--- config.mk ---
export PLATFORM = sky130hd
export DESIGN_NAME = fetch_stage_flat
export DESIGN_NICKNAME = d
export VERILOG_FILES = /design/src/rtl/fetch_stage_if.sv /design/src/rtl/fetch_stage.sv /design/src/flat_wrapper.sv
export SDC_FILE = /design/constraint.sdc
export NUM_CORES = 1
export LEC_CHECK = 0
export ABC_AREA = 1
export BUFFER_PORTS_ARGS = -buffer_cell sky130_fd_sc_hd__buf_2
export CAP_MARGIN = 20
export CORE_MARGIN = 10
export CORE_UTILIZATION = 52
export DETAILED_ROUTE_END_ITERATION = 8
export MAX_ROUTING_LAYER = met4
export PLACE_DENSITY = 0.82
export SYNTH_ARGS = -nofsm -noshare
export SYNTH_HDL_FRONTEND = slang
export SYNTH_SLANG_ARGS = --single-unit
--- constraint.sdc ---
create_clock -name clk -period 2.9 [get_ports clk]
set_clock_uncertainty 0.2 [all_clocks]
set_input_delay 0.725 -clock clk [delete_from_list [all_inputs] [get_ports clk]]
set_output_delay 0.725 -clock clk [all_outputs]
set_load 0.005 [all_outputs]
--- src/rtl/fetch_stage_if.sv ---
// Fetch-stage bundle: decode-side control, instruction-memory port and presented instruction.
interface fetch_stage_if;
  logic        stall;
  logic        redirect;
  logic [31:0] redirect_pc;
  logic [31:0] imem_addr;
  logic        imem_re;
  logic [31:0] imem_dout;
  logic [31:0] instr;
  logic [31:0] pc;
  logic        bubble;
  logic [31:0] fetch_count;

  modport master (
    input  stall, redirect, redirect_pc, imem_dout,
    output imem_addr, imem_re, instr, pc, bubble, fetch_count
  );

  modport slave (
    output stall, redirect, redirect_pc, imem_dout,
    input  imem_addr, imem_re, instr, pc, bubble, fetch_count
  );
endinterface

--- src/rtl/fetch_stage.sv ---
// Instruction fetch: owns the PC, reads a 1-cycle synchronous imem, holds the
// presented instruction across decode stalls and bubbles on boot/redirect.
module fetch_stage #(
  parameter logic [31:0] RESET_PC = 32'h4000_0000
) (
  input  logic          clk,
  input  logic          rst_n,
  fetch_stage_if.master bus
);
  localparam int unsigned XLEN = 32;

  localparam logic [1:0] ST_BOOT = 2'd0;
  localparam logic [1:0] ST_RUN  = 2'd1;
  localparam logic [1:0] ST_HOLD = 2'd2;

  logic [1:0]      state_q, state_d;
  logic [XLEN-1:0] pc_q, pc_d;
  logic [XLEN-1:0] hold_q, hold_d;
  logic [XLEN-1:0] cnt_q, cnt_d;

  logic [XLEN-1:0] imem_addr_c;
  logic            imem_re_c;
  logic [XLEN-1:0] instr_c;
  logic            bubble_c;

  logic [XLEN-1:0] redir_pc;
  logic [XLEN-1:0] pc_inc;

  assign redir_pc = {bus.redirect_pc[XLEN-1:2], 2'b00};
  assign pc_inc   = pc_q + XLEN'(4);

  // State and datapath registers
  always_ff @(posedge clk) begin
    if (!rst_n) begin
      state_q <= ST_BOOT;
      pc_q    <= RESET_PC;
      hold_q  <= '0;
      cnt_q   <= '0;
    end else begin
      state_q <= state_d;
      pc_q    <= pc_d;
      hold_q  <= hold_d;
      cnt_q   <= cnt_d;
    end
  end

  // Next-state and memory/decode-facing outputs
  always_comb begin
    state_d     = state_q;
    pc_d        = pc_q;
    hold_d      = hold_q;
    cnt_d       = cnt_q;
    imem_re_c   = 1'b0;
    imem_addr_c = pc_q;
    instr_c     = bus.imem_dout;
    bubble_c    = 1'b0;

    case (state_q)
      ST_BOOT: begin
        bubble_c  = 1'b1;
        imem_re_c = 1'b1;
        state_d   = ST_RUN;
        if (bus.redirect) begin
          imem_addr_c = redir_pc;
          pc_d        = redir_pc;
        end
      end

      ST_RUN, ST_HOLD: begin
        if (state_q == ST_HOLD) instr_c = hold_q;
        if (bus.redirect) begin
          bubble_c    = 1'b1;
          imem_re_c   = 1'b1;
          imem_addr_c = redir_pc;
          pc_d        = redir_pc;
          state_d     = ST_RUN;
        end else if (bus.stall) begin
          // Memory output is only valid the cycle after a read, so capture it once.
          if (state_q == ST_RUN) hold_d = bus.imem_dout;
          state_d = ST_HOLD;
        end else begin
          imem_re_c   = 1'b1;
          imem_addr_c = pc_inc;
          pc_d        = pc_inc;
          cnt_d       = cnt_q + XLEN'(1);
          state_d     = ST_RUN;
        end
      end

      default: begin
        state_d = ST_BOOT;
      end
    endcase
  end

  assign bus.imem_addr   = imem_addr_c;
  assign bus.imem_re     = imem_re_c;
  assign bus.instr       = instr_c;
  assign bus.pc          = pc_q;
  assign bus.bubble      = bubble_c;
  assign bus.fetch_count = cnt_q;

endmodule

--- src/flat_wrapper.sv ---
// flat-port wrapper written by rule: the top's interface ports become plain ports
module fetch_stage_flat 
#(
  parameter logic [31:0] RESET_PC = 32'h4000_0000
)
  (clk, rst_n, bus_stall, bus_redirect, bus_redirect_pc, bus_imem_dout, bus_imem_addr, bus_imem_re, bus_instr, bus_pc, bus_bubble, bus_fetch_count);
  fetch_stage_if bus_i ();
  input  logic clk;
  input  logic rst_n;
  input wire logic [$bits(bus_i.stall)-1:0] bus_stall;
  input wire logic [$bits(bus_i.redirect)-1:0] bus_redirect;
  input wire logic [$bits(bus_i.redirect_pc)-1:0] bus_redirect_pc;
  input wire logic [$bits(bus_i.imem_dout)-1:0] bus_imem_dout;
  output wire logic [$bits(bus_i.imem_addr)-1:0] bus_imem_addr;
  output wire logic [$bits(bus_i.imem_re)-1:0] bus_imem_re;
  output wire logic [$bits(bus_i.instr)-1:0] bus_instr;
  output wire logic [$bits(bus_i.pc)-1:0] bus_pc;
  output wire logic [$bits(bus_i.bubble)-1:0] bus_bubble;
  output wire logic [$bits(bus_i.fetch_count)-1:0] bus_fetch_count;
  assign bus_i.stall = bus_stall;
  assign bus_i.redirect = bus_redirect;
  assign bus_i.redirect_pc = bus_redirect_pc;
  assign bus_i.imem_dout = bus_imem_dout;
  assign bus_imem_addr = bus_i.imem_addr;
  assign bus_imem_re = bus_i.imem_re;
  assign bus_instr = bus_i.instr;
  assign bus_pc = bus_i.pc;
  assign bus_bubble = bus_i.bubble;
  assign bus_fetch_count = bus_i.fetch_count;
  fetch_stage #(.RESET_PC(RESET_PC)) u_core (.clk(clk), .rst_n(rst_n), .bus(bus_i));
endmodule
==> flow_summary.yaml <==
worst_setup_path:
  critPathBufInv: 5
  crit_path_top_delay_cell: "o221ai_1"
  r2r_start: "u_core.state_q[1]"
  crit_arrival_ns: 2.13
  cp_common_cell: "nand2_1"
  critical_path.max_fanout: 5
  critical-path-top-delay-family: "simple AND/OR/NAND/NOR gates"
  crit_chain: "buf_4, clkinvlp_4, buf_4, nand2_1, nor2_1, nand3_1, o221ai_1, nand2_1, nand2_1, inv_1, buf_2"
  critPathKind: "in -> out"
  cp-start-kind: "input port"
  r2r_setup_slack_ns: -0.04
  crit_path_max_incr_delay_ns: 0.20
  r2r_cells: 17
  end_kind: "output port"
  rr_endpoint: "u_core.bus.pc[18]"
  required_ns: 1.98
synthesis:
  synth_fp_nets: 1045
  ys_seq_area_share_pct: 32.4
  synth_ff_type: "dfxtp_1"
  syn_inst: 971
  ys_types: 46
  synthArstFlopShare_pct: 0
  ys_warn_count: 0
  synth_edf_count: 0
  syn-mean-instance-area_sq_um: 6.23
  ys_seq_elements: 98
  netlist_area_sq_um: 6050
cts:
  cts_buffers: 9
  cts_max_path_buffers: 2
  cts_root_buf: "clkbuf_16"
  clkSinkCount: 98
  cts_hold_buf: 0
  cts_tree: "built"
  h-tree-depth: 3
  clk_pin_slew_ns: 0.07
  insertion_delay_ns: 0.36
die:
  die_h_um: 128
  initial_utilization_pct: 53.0
  die_w_um: 128
  row_count: 39
  io_pins: 198
  placeableCoreArea_sq_um: 11400
  die_area_sq_um: 16400
pwr:
  sw_frac_of_total_pct: 33.3
  p_sw_uw: 1280
  power_density_nw_per_um2: 446
  pwr-share-seq_pct: 39.5
  peakVddDrop_mv: 0.420
  p_clk_share_pct: 31.2
  pwr-share-comb_pct: 29.3
  p_leak_uw: 0.00403
  intPower_uw: 2570
final_layout:
  finalNetCount: 1312
  fin_util_pct: 75.6
  layout_common_cells: "197 x nand2_1, 192 x buf_2, 133 x nor2_1"
  area_delta_synth_final_pct: 42.7
  mostFrequentLayoutCell: "nand2_1"
  drive_gt1_share_pct: 35.0
outcome:
  violations: "negative setup slack"
  status: "complete, but fails checks"
route:
  dr_wl_met2_mm: 10.9
  viasPerCell: 5.66
  drt_iter0_drc: 941
  routed_wl_mm: 23.2
  vias: 7852
  antenna_left: 0
  met1_length_mm: 8.71
  drt_pass1_iterations: 6
  top_layer_used: "met4"
  wire_per_inst_um: 16.7
  drc: 0
  wl_met3_mm: 2.35
timing:
  slew_headroom_pct: 64.7
  drv_slew: 0
  timing.fmax_ghz: 0.328
  rsz0062_at_grt: "yes"
  hold_viol: 0
  hold_slack_ns: 0.252
  fin_tns_setup_ns: -1.58
  setup_ws_ns: -0.150
  setup_viol: 22
  worstMarginPinSlew_ns: 0.530
  period_share_pct: 105
  fin_crit_ns: 3.05
grt:
  gr-total-overflow: 0
  antenna_found_initial: 1
  grt_max_degree: 65
  grt_pass1_wl_mm: 33.3
  grt_pass1_vias: 7074
  grtUsageTotal_pct: 24.7
placement:
  io_buffers: 195
  dp_hpwl_mm: 14.6
  routabilityCongestion: 0.946
run:
  maxCapViolCount: 0
hold_path:
  hold_class: "reg -> reg"
  min_path_cells: 2
  min_to: "u_core.hold_q[26]"
  min_from: "u_core.hold_q[26]"
## area by class of cell
class	count	area [sq um]
Inverter	119	462
Clock inverter	6	46.3
Clock buffer	10	239
Timing Repair Buffer	298	1880
Multi-Input combinational cell	712	3830
Antenna cell	1	2.50
Sequential cell	98	1990
Fill cell	843	2780
Tap cell	143	179
## power by group through the flow
| stage | Clock (uW) | Combinational [uW] | Sequential, uW |
|---|---|---|---|
| 2_1_floorplan | 0 | 457 | 1520 |
| 3_3_place_gp | 0 | 828 | 1530 |
| 3_5_place_dp | 0 | 842 | 1530 |
| 4_1_cts | 1200 | 981 | 1510 |
| 5_1_grt | 1240 | 1230 | 1530 |
| 6_report | 1200 | 1130 | 1520 |
## registers in the layout (all words and copies together) (netlist names)
name / cells
u_core.bus.fetch_count: 32
u_core.bus.pc: 32
u_core.hold_q: 32
u_core.state_q: 2
## per-stage QoR
stage | total power (uW) | cell area [sq um] | setup slack (ns) | cells
finish | 3850 | 8630 | -0.150 | 1387
CTS | 3690 | 8150 | -0.0329 | 1366
global route | 4000 | 8630 | -0.220 | 1387
global placement | 2360 | 7400 | -0.0314 | 1313
floorplan | 1980 | 6050 | 0.256 | 971
detailed placement | 2370 | 7400 | -0.0582 | 1313
## logic make-up (layout without fill, tap and decap cells)
| kind of cell | Yosys count | after routing | share of synthesized area (%) |
|---|---|---|---|
| AOI/OAI and AO/OA | 203 | 203 | 18.3 |
| xor gates and xnor gates | 9 | 9 | 1.30 |
| adders and majority gates | 6 | 6 | 1.24 |
| buffers and inverters | 161 | 433 | 10.5 |
| DFF | 98 | 98 | 32.4 |
| other | 0 | 1 | 0 |
| and+or+nand+nor | 494 | 494 | 36.2 |
## tightest hold or removal path: cells and delay by family (launching register included)
family                 cells  cell delay, ns
flip-flops                 1            0.30
AO/OA/AOI/OAI              1            0.05
buffers and inverters      1            0.06
## worst max-delay path by stage
stage,from,endpoint,cells past startpoint
CTS,u_core.bus.pc[2],bus_imem_addr[28],14
finish,bus_redirect,bus_imem_addr[6],11
floorplan,bus_redirect,bus_imem_addr[13],9
detailed placement,bus_stall,bus_imem_addr[13],10
global placement,bus_stall,bus_imem_addr[25],12
global route,bus_redirect,bus_imem_addr[6],11
## synth_stat cells, types with 4 or more instances
library cell  instances  area [sq um]
nand4_1              22           138
and2_1                4          25.0
inv_2                 4          15.0
dfxtp_1              98          1960
o21bai_1              4          30.0
nand2_1             215           807
inv_1               114           428
nor2_1              148           556
clkbuf_1             33           124
nor2_2                4          25.0
o21a_1                4          30.0
nand3_1              47           235
nor3_1               23           115
buf_2                 4          20.0
ha_1                  6          75.1
a211oi_1             10          75.1
xor2_1                7          61.3
a31oi_1               4          25.0
or2_2                 7          43.8
a21oi_1              69           345
o21ai_0              95           475
nor4_1                5          31.3
nor2_4                6          67.6
## repair_timing
| item | in CTS | in global routing |
|---|---|---|
| buffers inserted | 37 | 18 |
| pin swaps | 13 | 32 |
| gates cloned | 0 | 2 |
| setup endpoints to repair | 31 | 41 |
| resized for setup | 57 | 101 |
## routing by layer
layer / up-vias / GRT usage (%)
met2: 516 / 42.3
li1: 3709 / -
met5: - / -
met1: 3466 / 27.5
met4: 0 / 8.94
met3: 161 / 5.54
No activity file was read; power rests on OpenSTA's default activity.
